<file path="src/rtl/dmem_bus_decoder.sv">
// Data-memory bus decoder: steers CPU loads/stores to the data RAM or the MMIO block,
// flags misaligned/unmapped accesses and aligns/extends the returned load data.
module dmem_bus_decoder #(
    parameter int RAM_WORD_BITS = 14
) (
    input  logic                     i_clk,
    input  logic                     i_rst,
    input  logic [31:0]              i_addr,
    input  logic [31:0]              i_wdata,
    input  logic [1:0]               i_size,
    input  logic                     i_unsigned,
    input  logic                     i_we,
    input  logic                     i_re,
    output logic [31:0]              o_rdata,
    output logic                     o_rvalid,
    output logic                     o_fault,
    output logic [31:0]              o_fault_addr,
    output logic [RAM_WORD_BITS-1:0] o_ram_addr,
    output logic [31:0]              o_ram_wdata,
    output logic [3:0]               o_ram_byte_we,
    output logic                     o_ram_re,
    input  logic [31:0]              i_ram_rdata,
    output logic [25:0]              o_mmio_addr,
    output logic [31:0]              o_mmio_wdata,
    output logic [3:0]               o_mmio_byte_we,
    output logic                     o_mmio_read_en,
    input  logic [31:0]              i_mmio_rdata
);

    logic        hit_mmio, hit_ram, misaligned, bad_size, req, fault_c;
    logic        go, store_go, load_go;
    logic [3:0]  lane_we;
    logic [31:0] wdata_rep;

    logic        valid_q, mmio_q, uns_q, fault_q;
    logic [1:0]  off_q, size_q;
    logic [31:0] fault_addr_q;

    logic [31:0] sel_rdata, shifted, ext;

    assign hit_mmio   = (i_addr[31:28] == 4'h8);
    assign hit_ram    = (i_addr[31:28] == 4'h0) && (i_addr[27:RAM_WORD_BITS+2] == '0);
    assign misaligned = ((i_size == 2'd1) && i_addr[0]) ||
                        ((i_size == 2'd2) && (i_addr[1:0] != 2'b00));
    assign bad_size   = (i_size == 2'd3);
    assign req        = i_we | i_re;
    assign fault_c    = req & ((~hit_mmio & ~hit_ram) | misaligned | bad_size);

    // Reset and faults both suppress every strobe and read enable.
    assign go       = ~i_rst & ~fault_c;
    assign store_go = go & i_we;
    assign load_go  = go & i_re & ~i_we;

    always_comb begin
        lane_we   = 4'b0000;
        wdata_rep = i_wdata;
        case (i_size)
            2'd0: begin
                lane_we   = 4'b0001 << i_addr[1:0];
                wdata_rep = {4{i_wdata[7:0]}};
            end
            2'd1: begin
                lane_we   = 4'b0011 << i_addr[1:0];
                wdata_rep = {2{i_wdata[15:0]}};
            end
            2'd2:    lane_we = 4'b1111;
            default: lane_we = 4'b0000;
        endcase
    end

    assign o_ram_addr     = i_addr[RAM_WORD_BITS+1:2];
    assign o_mmio_addr    = i_addr[27:2];
    assign o_ram_wdata    = wdata_rep;
    assign o_mmio_wdata   = wdata_rep;
    assign o_ram_byte_we  = (store_go & hit_ram)  ? lane_we : 4'b0000;
    assign o_mmio_byte_we = (store_go & hit_mmio) ? lane_we : 4'b0000;
    assign o_ram_re       = load_go & hit_ram;
    assign o_mmio_read_en = load_go & hit_mmio;

    always_ff @(posedge i_clk) begin
        if (i_rst) begin
            valid_q      <= 1'b0;
            mmio_q       <= 1'b0;
            off_q        <= 2'b00;
            size_q       <= 2'b00;
            uns_q        <= 1'b0;
            fault_q      <= 1'b0;
            fault_addr_q <= 32'h0;
        end else begin
            valid_q <= load_go;
            mmio_q  <= hit_mmio;
            off_q   <= i_addr[1:0];
            size_q  <= i_size;
            uns_q   <= i_unsigned;
            fault_q <= fault_c;
            if (fault_c) begin
                fault_addr_q <= i_addr;
            end
        end
    end

    assign sel_rdata = mmio_q ? i_mmio_rdata : i_ram_rdata;
    assign shifted   = sel_rdata >> {off_q, 3'b000};

    always_comb begin
        case (size_q)
            2'd0:    ext = {{24{~uns_q & shifted[7]}}, shifted[7:0]};
            2'd1:    ext = {{16{~uns_q & shifted[15]}}, shifted[15:0]};
            default: ext = shifted;
        endcase
    end

    assign o_rdata      = valid_q ? ext : 32'h0;
    assign o_rvalid     = valid_q;
    assign o_fault      = fault_q;
    assign o_fault_addr = fault_addr_q;

endmodule

</file>
<file path="config.mk">
export PLATFORM = sky130hd
export DESIGN_NAME = dmem_bus_decoder
export DESIGN_NICKNAME = d
export VERILOG_FILES = /design/src/rtl/dmem_bus_decoder.sv
export SDC_FILE = /design/constraint.sdc
export NUM_CORES = 1
export LEC_CHECK = 0
export ABC_CLOCK_PERIOD_IN_PS = 2200
export BUFFER_PORTS_ARGS = -buffer_cell sky130_fd_sc_hd__buf_2
export CORE_MARGIN = 4
export CORE_UTILIZATION = 30
export DETAILED_ROUTE_END_ITERATION = 10
export PLACE_DENSITY = 0.66
export SYNTH_ARGS = -nofsm -noshare
export SYNTH_HDL_FRONTEND = slang
export SYNTH_SLANG_ARGS = --single-unit
</file>
<file path="constraint.sdc">
create_clock -name i_clk -period 2.2 [get_ports i_clk]
set_input_delay 0.44 -clock i_clk [delete_from_list [all_inputs] [get_ports i_clk]]
set_output_delay 0.44 -clock i_clk [all_outputs]
set_load 0.02 [all_outputs]
</file>
# After elaboration in Yosys (flattened, before gate mapping)
# Cells that the tools add are included.
[op_classes] eq_ne=5 shift=3 muxes=7 bitwise=21 reduce_logical=9
[ops] operator="32-bit case mux with 2 select lines" count=2
[ops] operator="32-bit 2-to-1 mux" count=2
[ops] operator="32-bit by 5-bit >> shifter with 32-bit output" count=1
[ops] operator="1-bit bitwise AND" count=12
[ops] operator="12-bit logical NOT" count=1
[ops] operator="4-bit case mux with 3 select lines" count=1
[ops] operator="4-bit 2-to-1 mux" count=2
[ops] operator="1-bit inverter" count=6
[ops] operator="2-bit by 1-bit == test with 1-bit output (second input constant)" count=2
[ops] operator="2-bit == test (second input constant)" count=2
[ops] operator="4-bit == test (second input constant)" count=1
[ops] operator="2-bit logical NOT" count=2
[ops] operator="4-bit logical NOT" count=1
[ops] operator="1-bit by 2-bit << shifter with 4-bit output (first input constant)" count=1
[ops] operator="2-bit by 2-bit << shifter with 4-bit output (first input constant)" count=1
[ops] operator="1-bit logical AND" count=3
[ops] operator="1-bit OR" count=3
[ops] operator="2-bit nonzero test" count=1
[ops] operator="1-bit logical OR" count=1
[totals] regBits=40 in_bits=135 output_inout_bits=180

# Logic depth before layout (Yosys ltp)
# Gate-level depths: netlist of run 1.
[depth] depth_word=12 mapped_depth=7 depth_no_buf=4

# Worst setup path before layout of run 1
# Ideal clock, no wire load.
[synth_path] path_kind="input -> output" from="in i_size[0]" to="out o_ram_wdata[24]" arrival_ns=1.845 setup_slack_ns=-0.085 path_stages=5 path_cell_list="clkbuf_1 -> buf_2 -> mux2i_1 -> o21ai_0 -> buf_4"
[synth_via] elab_chain_cells=2 word_cells_on_any_way=3
[synth_rtl] item="start: declaration" line_no="10" rtl="input logic [1:0] i_size,"
[synth_rtl] item="2-bit by 1-bit == test with 1-bit output or 2-bit logical NOT (tied branches)" line_no="57" rtl="case (i_size)"
[synth_rtl] item="32-bit case mux with 2 select lines (*)" line_no="57"
[synth_rtl] item="end: declaration" line_no="19" rtl="output logic [31:0] o_ram_wdata,"
# Every way passes the cells marked *; elsewhere a longest branch is shown, timed or not.

# Worst setup path in the final report of run 1
[layout_path] from="reg off_q[0]" to="out o_rdata[18]"
[layout_via] elab_chain_cells=4 word_cells_on_any_way=5
[layout_rtl] item="start: declaration" line_no="36" rtl="logic [1:0] off_q, size_q;"
[layout_rtl] item="start signal: assignment" line_no="92" rtl="off_q <= i_addr[1:0];"
[layout_rtl] item="32-bit by 5-bit >> shifter with 32-bit output (*)" line_no="103" rtl="assign shifted = sel_rdata >> {off_q, 3'b000};"
[layout_rtl] item="1-bit bitwise AND, on equally long branches" line_no="108, 107"
[layout_rtl] item="32-bit case mux with 2 select lines (*)" line_no="106" rtl="case (size_q)"
[layout_rtl] item="32-bit 2-to-1 mux (*)" line_no="113" rtl="assign o_rdata = valid_q ? ext : 32'h0;"
[layout_rtl] item="end: declaration" line_no="14" rtl="output logic [31:0] o_rdata,"
# Marked as above.

==> metrics.md, run 1 <==
| Metric | Value |
|---|---|
| WP data required | `1.76 ns` |
| Worst Hold Class | `in -> reg` |
| Total GRT Usage | `0.167` |
| Gpl congestion | `0.835` |
| Crit-path max FO | `7` |
| CTS Sinks | `40` |
| Top cells by count, synth | `buf_4, nand2_1, mux2i_1, dfxtp_1, nor2_1` |
| Synth unique cells | `47` |
| Routed Wire Length | `14500 um` |
| Synth top area share | `0.195` |
| PD cells | `442 nW/um2` |
| Outcome | `finished, violations left` |
| Final Hold Fails | `0` |
| VDD IR max | `274 uV` |
| Fin Hold WS | `0.372 ns` |
| Vias per cell | `4.73` |
| Diodes inserted | `0` |
| Reg clk slew, reported paths | `0.06 ns` |
| DR iter-0 viols | `212` |
| Worst Clk Skew | `0 ns` |
| 1st-pass router iterations | `4` |
| Vias in the first global route | `4269` |
| Failing checks | `negative setup slack` |
| Global-route wire length before repair | `21900 um` |
| Kind of critical path | `reg -> out` |
| Power Total | `2.78 mW` |
| Max cap viols | `0` |
| Crit share post-route | `1.10` |
| Relative slew margins | `0.525` |
| DRT antenna net count | `0` |
| Multi-input logic area | `2770 um2` |
| Seq/Total Area, Yosys | `0.195` |
| Fmax | `414 MHz` |
| Syn Area/Cell | `8.24 um2` |
| Post-DP HPWL | `11800 um` |
| Main area contributors after synthesis | `dfxtp_1, mux2i_1, buf_4` |
| CTS H-Tree Depth | `2` |
| Max-slew violation count | `0` |
| Worst-skew pair later-pin latency | `0.27 ns` |
| Storage cell area | `810 um2` |
| Clock Tree Buf Depth | `2` |
| Startpoint Class | `register` |
| Hold path start | `i_unsigned` |
| Cell Area, Synth | `4110 um2` |
| Yosys reg bits | `40` |
| Starting density of the core | `0.308` |
| Setup tns final | `-4.30 ns` |
| CTS Hold Buffers Added | `0` |
| Ys Warns | `0` |
| Number of flops mapped to enable cells by yosys | `0` |
| Critical Path Sink Type | `output pin` |
| Fill cells | `1323` |
| Via count | `4473` |
| Die area | `15600 um2` |
| Crit path DAT | `1.98 ns` |
| Port Buffers | `314` |
| Reg-to-reg startpoint | `o_fault_addr[1]` |
| Top-Level Pins | `315` |
| Cell count after synthesis | `499` |
| Root Driver | `clkbuf_16` |
| Leakage | `3.10 nW` |
| RSZ-0062 raised after global routing | `yes` |
| Dpl cell area | `5540 um2` |
| Die Y | `125 um` |
| Post-synthesis async set-or-reset flop share | `0` |
| CTS buffer count | `5` |
| GRT Residual Overflow | `0` |
| Largest net degree at the start of global routing | `59` |
| Die Width | `125 um` |
| Area Growth Syn to Fin | `53.2%` |
| Nets | `905` |
| TritonCTS clock tree | `done` |
| CORE AREA | `13300 um2` |
| Share of layout cells above drive strength 1 | `0.604` |
| Initial antenna violation count | `0` |
| Design area | `6300 um2` |
| Mean routed wirelength per cell | `15.3 um` |
| DRC Markers | `0` |
| Slew @ Worst Pin | `0.708 ns` |
| Worst setup margin | `-0.218 ns` |
| Worst setup startpoint | `off_q[0]` |
| Fin crit period | `2.42 ns` |
| Syn_nets | `634` |
| Site Rows | `42` |
| Main synth FF type | `dfxtp_1` |
| Final setup violation count | `31` |
| Most frequent cell after synthesis | `buf_4` |
| Top cell type by total area after synthesis | `dfxtp_1` |
[worst paths after layout]
check	end	cells after the start	slack, ns
worst max-delay path	o_rdata[18]	7	-0.22
worst min-delay path	uns_q	2	0.37
worst max register to register	o_fault_addr[1]	2	1.37
worst min register to register	o_fault_addr[29]	2	0.45
[worst max-delay path: stages (launching register included)]
cell     delay (ns)
dfxtp_2        0.34
or4b_4         0.54
o32ai_4        0.17
buf_6          0.15
o31ai_4        0.07
buf_12         0.16
a21oi_4        0.14
buf_6          0.13
[where the power goes]
group	internal [mW]	leakage, nW	switching, mW	total [mW]
logic	0.454	2.68	0.607	1.06
clock network	0.643	0.0899	0.279	0.922
registers	0.773	0.334	0.0276	0.800
[per-stage QoR]
stage	std cells	setup WS [ns]	util
2_1_floorplan	499	0.00120	-
3_3_place_gp	917	-0.0479	0.415
3_5_place_dp	917	-0.0957	0.415
4_1_cts	932	-0.182	0.447
5_1_grt	946	-0.301	0.472
6_report	946	-0.218	0.472
[kinds of logic after synthesis]
group	share of synthesized area
AND/OR/NAND/NOR	0.200
flip-flops	0.195
XOR/XNOR	0.00213
AO/OA/AOI/OAI	0.110
multiplexers	0.302
buffers and inverters	0.191
[cells in the final DEF, fill, tap and decap left out, types with 7 or more instances in the layout]
cell / netlist / layout
buf_4: 84 / 56
buf_6: 3 / 19
a21oi_1: 27 / 15
o21ai_0: 19 / 9
buf_12: 0 / 9
a21oi_2: 0 / 11
nor2b_1: 18 / 16
buf_2: 6 / 289
mux2_2: 16 / 16
nand2_1: 72 / 67
mux4_2: 15 / 15
mux2i_1: 69 / 64
dfxtp_1: 40 / 37
o21bai_1: 8 / 7
nor3_1: 13 / 12
nor2_1: 33 / 32
o21ai_1: 3 / 11
[routing by layer]
metal  up-vias  track usage  routed length (um)
met1      2065        0.210                5830
met2       197        0.299                7450
met3        14       0.0294                1050
li1       2197            -                   -
met4         0       0.0338                 172
met5         -            0                   0
[state kept, by name (all words and copies together), names as in the netlist]
name / cells
mmio_q: 1
o_fault: 1
o_fault_addr: 32
o_rvalid: 1
off_q: 2
size_q: 2
uns_q: 1
[cell type report]
| cell class | instances | area share |
|---|---|---|
| multi-input cells | 343 | 0.439 |
| repair buffers | 375 | 0.365 |
| flip-flops and latches | 40 | 0.129 |
| well taps | 176 | 0.0350 |
| clock buffers | 5 | 0.0199 |
| clock inverters | 2 | 0.00953 |
| inverters | 5 | 0.00298 |
[timing repair]
item                                    CTS  global route
endpoints found under the setup margin   35            35
hold endpoints to repair                  0             0
buffers inserted                          8            15
pin swaps                                12            25
cloned                                    0             2
resized for setup                        48            55
Note: power is estimated with default switching activity, not from simulation.
==> run 2: changes to the inputs <==
ABC_CLOCK_PERIOD_IN_PS = 2690   (was 2200)
clock period = 2.69 ns   (was 2.2 ns; I/O delays follow)
==> metrics.md, run 2 (synthesis gave the netlist of run 1 again) <==
| Metric | Value |
|---|---|
| 1st-pass router iterations | `4` |
| Root Driver | `clkbuf_16` |
| Final std cells w/o fill | `902` |
| CTS Sinks | `40` |
| Initial antenna violation count | `0` |
| Crit share post-route | `0.960` |
| Max reg flops | `32` |
| Critical Path Sink Type | `output pin` |
| Final design utilization | `0.412` |
| Worst-path cell chain | `buf_12 -> mux2i_1 -> mux2i_1 -> a21oi_1 -> a21oi_1 -> buf_2` |
| Largest net degree at the start of global routing | `59` |
| Area Growth Syn to Fin | `33.8%` |
| Share of layout cells above drive strength 1 | `0.532` |
| VDD IR max | `274 uV` |
| Worst-skew pair later-pin latency | `0.28 ns` |
| Power Total | `2.11 mW` |
| Die Y | `125 um` |
| Vias in the first global route | `4190` |
| Relative slew margins | `0.439` |
| Fmax | `387 MHz` |
| CORE AREA | `13300 um2` |
| Worst Hold Class | `reg -> reg` |
| Outcome | `finished, final reports clean` |
| WP data required | `2.15 ns` |
| DRT antenna net count | `0` |
| CTS buffer count | `5` |
| # Post-CTS Setup Buffers | `0` |
| Fill cells | `1415` |
| CTS H-Tree Depth | `2` |
| Via count | `4239` |
| Routed Wire Length | `14100 um` |
| CTS Hold Buffers Added | `0` |
| Slew @ Worst Pin | `0.833 ns` |
| Top-Level Pins | `315` |
| Total GRT Usage | `0.166` |
| Crit-path max FO | `13` |
| Slowest cell on crit path | `dfxtp_4` |
| Mean routed wirelength per cell | `15.6 um` |
| Leakage | `2.81 nW` |
| DR iter-0 viols | `180` |
| Gpl congestion | `0.833` |
| Max cap viols | `0` |
| Most Used Layer, Global Route | `met2` |
| Max-slew violation count | `0` |
| Final Hold Fails | `0` |
| Final setup violation count | `0` |
| Global-route wire length before repair | `22000 um` |
| TritonCTS clock tree | `done` |
| Slowest stage delay, CP | `0.48 ns` |
| Post-DP HPWL | `11700 um` |
| Fin crit period | `2.58 ns` |
| Kind of critical path | `reg -> out` |
| GRT Residual Overflow | `0` |
| Met1 Use GR | `0.204` |
| RSZ-0062 raised after global routing | `no` |
| Starting density of the core | `0.308` |
| Die area | `15600 um2` |
| Reg clk slew, reported paths | `0.06 ns` |
| Met3 usage | `0.0371` |
| Placed Cells incl. Taps | `894` |
| Site Rows | `42` |
| Met2 GRT Util | `0.293` |
| Worst Clk Skew | `0 ns` |
| Nets | `860` |
| Die Width | `125 um` |
| DRC Markers | `0` |
| Commonest non-fill, non-tap cell in the layout | `buf_2` |
| Vias per cell | `4.70` |
| Diodes inserted | `0` |
| Crit path DAT | `2.04 ns` |
| PD cells | `383 nW/um2` |
| Startpoint Class | `register` |
| Port Buffers | `314` |
| Setup tns final | `0 ns` |
| Most frequent cells in the layout | `buf_2, nand2_1, mux2i_1, dfxtp_1, nor2_1` |
| Clock Tree Buf Depth | `2` |
-- run 2: report_power, final --
part	internal [mW]	total, mW	switching, mW
combinational	0.318	0.785	0.467
clock	0.436	0.663	0.227
sequential	0.632	0.658	0.0261
-- run 2: repair_timing --
| action | 4_1_cts | 5_1_grt |
|---|---|---|
| gates cloned | 0 | 0 |
| pin swaps | 0 | 0 |
| endpoints found under the hold margin | 0 | 0 |
| resized for setup | 4 | 3 |
| endpoints found under the setup margin | 18 | 8 |
-- run 2: worst paths after layout --
path                                          to  depth (start not counted)              from  slack [ns]
worst min-delay path            o_fault_addr[24]                          2  o_fault_addr[24]        0.45
worst max-delay path                 o_rdata[17]                          6            mmio_q        0.11
worst min register to register  o_fault_addr[24]                          2  o_fault_addr[24]        0.45
worst max register to register   o_fault_addr[1]                          2   o_fault_addr[1]        1.87
-- run 2: per-stage QoR --
step / cell area [um2] / setup WS, ns / hold slack, ns
final: 5500 / 0.109 / 0.452
after global routing: 5500 / 0.0142 / 0.476
after CTS: 5490 / 0.0573 / 0.456
after detailed placement: 5320 / 0.185 / 0.449
after global placement: 5320 / 0.271 / 0.442
after floorplan: 4110 / 0.209 / 0.536
-- run 2: cell type report --
class,count,area [um2],share of cell area
clock buffers,6,129,0.0234
clock inverters,2,35.0,0.00637
inverters,5,18.8,0.00341
multi-input cells,342,2540,0.462
flip-flops and latches,40,810,0.147
well taps,176,220,0.0400
repair buffers,331,1750,0.318
-- run 2: routing by layer --
layer  wire length [um]  up-vias
li1                   -     2108
met1               5610     1912
met2               6960      195
met3               1190       24
met4                303        0
met5                  0        -
-- run 2: worst max-delay path, delay by kind of cell (launching register included) --
kind | cells | cell delay [ns]
multiplexers | 2 | 0.64
flip-flops | 1 | 0.48
buffers and inverters | 2 | 0.35
AO/OA/AOI/OAI | 2 | 0.30
==> run 3: changes to the inputs <==
BUFFER_PORTS_ARGS = unset   (was -buffer_cell sky130_fd_sc_hd__buf_2)
DONT_BUFFER_PORTS = 1   (was unset)
PLACE_DENSITY = 0.47   (was 0.66)
==> metrics.md, run 3 (synthesis gave the netlist of run 1 again) <==
| Metric | Value |
|---|---|
| Diodes inserted | `0` |
| Max reg flops | `32` |
| Nets | `581` |
| WP data required | `2.15 ns` |
| Min-Delay Endpoint | `o_fault_addr[31]` |
| Setup tns final | `0 ns` |
| Max-slew violation count | `0` |
| Fmax | `386 MHz` |
| Slew @ Worst Pin | `0.795 ns` |
| Via count | `3337` |
| Critical Path Sink Type | `output pin` |
| Worst Hold Class | `in -> reg` |
| Vias in the first global route | `3262` |
| Reg-to-reg startpoint | `o_fault_addr[1]` |
| Startpoint Class | `register` |
| DR iter-0 viols | `184` |
| Slowest cell on crit path | `or3b_1` |
| Hold path start | `i_rst` |
| Outcome | `finished, final reports clean` |
| VDD IR max | `228 uV` |
| Clock Tree Buf Depth | `2` |
| PD cells | `412 nW/um2` |
| Kind of critical path | `reg -> out` |
| GRT Residual Overflow | `0` |
| Reg clk slew, reported paths | `0.06 ns` |
| Die Width | `125 um` |
| CTS buffer count | `5` |
| Starting density of the core | `0.308` |
| Total GRT Usage | `0.154` |
| Initial antenna violation count | `0` |
| Largest net degree at the start of global routing | `34` |
| Slowest stage delay, CP | `0.52 ns` |
| Fin crit period | `2.59 ns` |
| CORE AREA | `13300 um2` |
| Share of layout cells above drive strength 1 | `0.237` |
| Global-route wire length before repair | `19500 um` |
| Crit Reg-Reg Endpoint | `o_fault_addr[1]` |
| Vias per cell | `5.36` |
| DRT antenna net count | `0` |
| Relative slew margins | `0.464` |
| Final setup violation count | `0` |
| Crit-path max FO | `8` |
| Mean routed wirelength per cell | `21.2 um` |
| Site Rows | `42` |
| Fill cells | `1439` |
| Worst-path cell chain | `buf_4 -> or3b_1 -> nor2_1 -> o21ai_0 -> a21oi_1 -> buf_4` |
| DRC Markers | `0` |
| Routed Wire Length | `13200 um` |
| CTS Sinks | `40` |
| Length in cells of the worst reg-to-reg path | `2` |
| Crit share post-route | `0.962` |
| Multi-input logic area | `2600 um2` |
| Die area | `15600 um2` |
| 1st-pass router iterations | `4` |
| Root Driver | `clkbuf_16` |
| CTS Hold Buffers Added | `0` |
| Worst Clk Skew | `0 ns` |
| Port Buffers | `0` |
| Worst-skew pair later-pin latency | `0.28 ns` |
| Crit-path most repeated cell | `buf_4` |
| Gpl congestion | `0.788` |
| Final Hold Fails | `0` |
| Top-Level Pins | `315` |
| Max cap viols | `0` |
| Worst hold path stage count | `1` |
| Post-DP HPWL | `10500 um` |
| Reg-to-reg slack, setup | `1.74 ns` |
| Most frequent cells in the layout | `nand2_1, mux2i_1, buf_4, dfxtp_1, nor2_1` |
| TritonCTS clock tree | `done` |
| Area Growth Syn to Fin | `2.62%` |
| RSZ-0062 raised after global routing | `no` |
| Commonest non-fill, non-tap cell in the layout | `nand2_1` |
| Die Y | `125 um` |
| Crit path DAT | `2.05 ns` |
| Storage cell area | `805 um2` |
| Final design utilization | `0.316` |
| Leakage | `1.64 nW` |
| CTS H-Tree Depth | `2` |
[run 3: critical path: cells and delay by family (launching register included)]
family	cells	cell delay [ns]
simple gates	2	0.71
buf+inv	2	0.37
flops	1	0.36
compound gates	2	0.33
[run 3: how the worst max path moves through the flow]
stage          startpoint               end  slack [ns]  cells after the start
2_1_floorplan   i_size[0]   o_ram_wdata[24]        0.21                      5
3_3_place_gp   i_addr[21]  o_ram_byte_we[3]        0.29                      4
3_5_place_dp       mmio_q       o_rdata[20]        0.27                      5
4_1_cts          off_q[0]       o_rdata[20]        0.04                      6
5_1_grt          off_q[1]       o_rdata[25]       0.003                      6
6_report         off_q[1]       o_rdata[25]        0.10                      6
[run 3: final cells by class]
cell class | count | area share
Sequential cell | 40 | 0.191
Timing Repair Buffer | 51 | 0.102
Inverter | 5 | 0.00445
Multi-Input combinational cell | 343 | 0.617
Clock inverter | 3 | 0.00445
Tap cell | 176 | 0.0522
Clock buffer | 5 | 0.0297
[run 3: through the flow]
stage	power (mW)	setup slack [ns]	cell area (um2)	hold WS (ns)	std cells
6_report	1.74	0.102	4220	0.322	623
5_1_grt	1.83	0.00259	4220	0.310	623
4_1_cts	1.75	0.0366	4110	0.311	620
3_5_place_dp	1.15	0.265	3960	0.563	612
3_3_place_gp	1.15	0.285	3960	0.550	612
2_1_floorplan	1.23	0.209	4110	0.536	499
[run 3: what timing repair did]
action | CTS | global route
gates resized for setup | 1 | 9
pin swaps | 0 | 3
cloned | 0 | 2
setup buffers | 0 | 1
endpoints found under the setup margin | 7 | 17
[run 3: layer usage]
metal  vias to the layer above  part of all wire  GRT usage
met4                         0            0.0065     0.0274
met2                       212              0.52      0.285
li1                       1555                 -          -
met1                      1563              0.37      0.172
met3                         7              0.10     0.0529
met5                         -                 0          0
[run 3: power breakdown]
part | switching, mW | leakage (nW) | internal (mW)
combinational | 0.263 | 1.23 | 0.182
clock | 0.244 | 0.0736 | 0.342
sequential | 0.0752 | 0.333 | 0.632
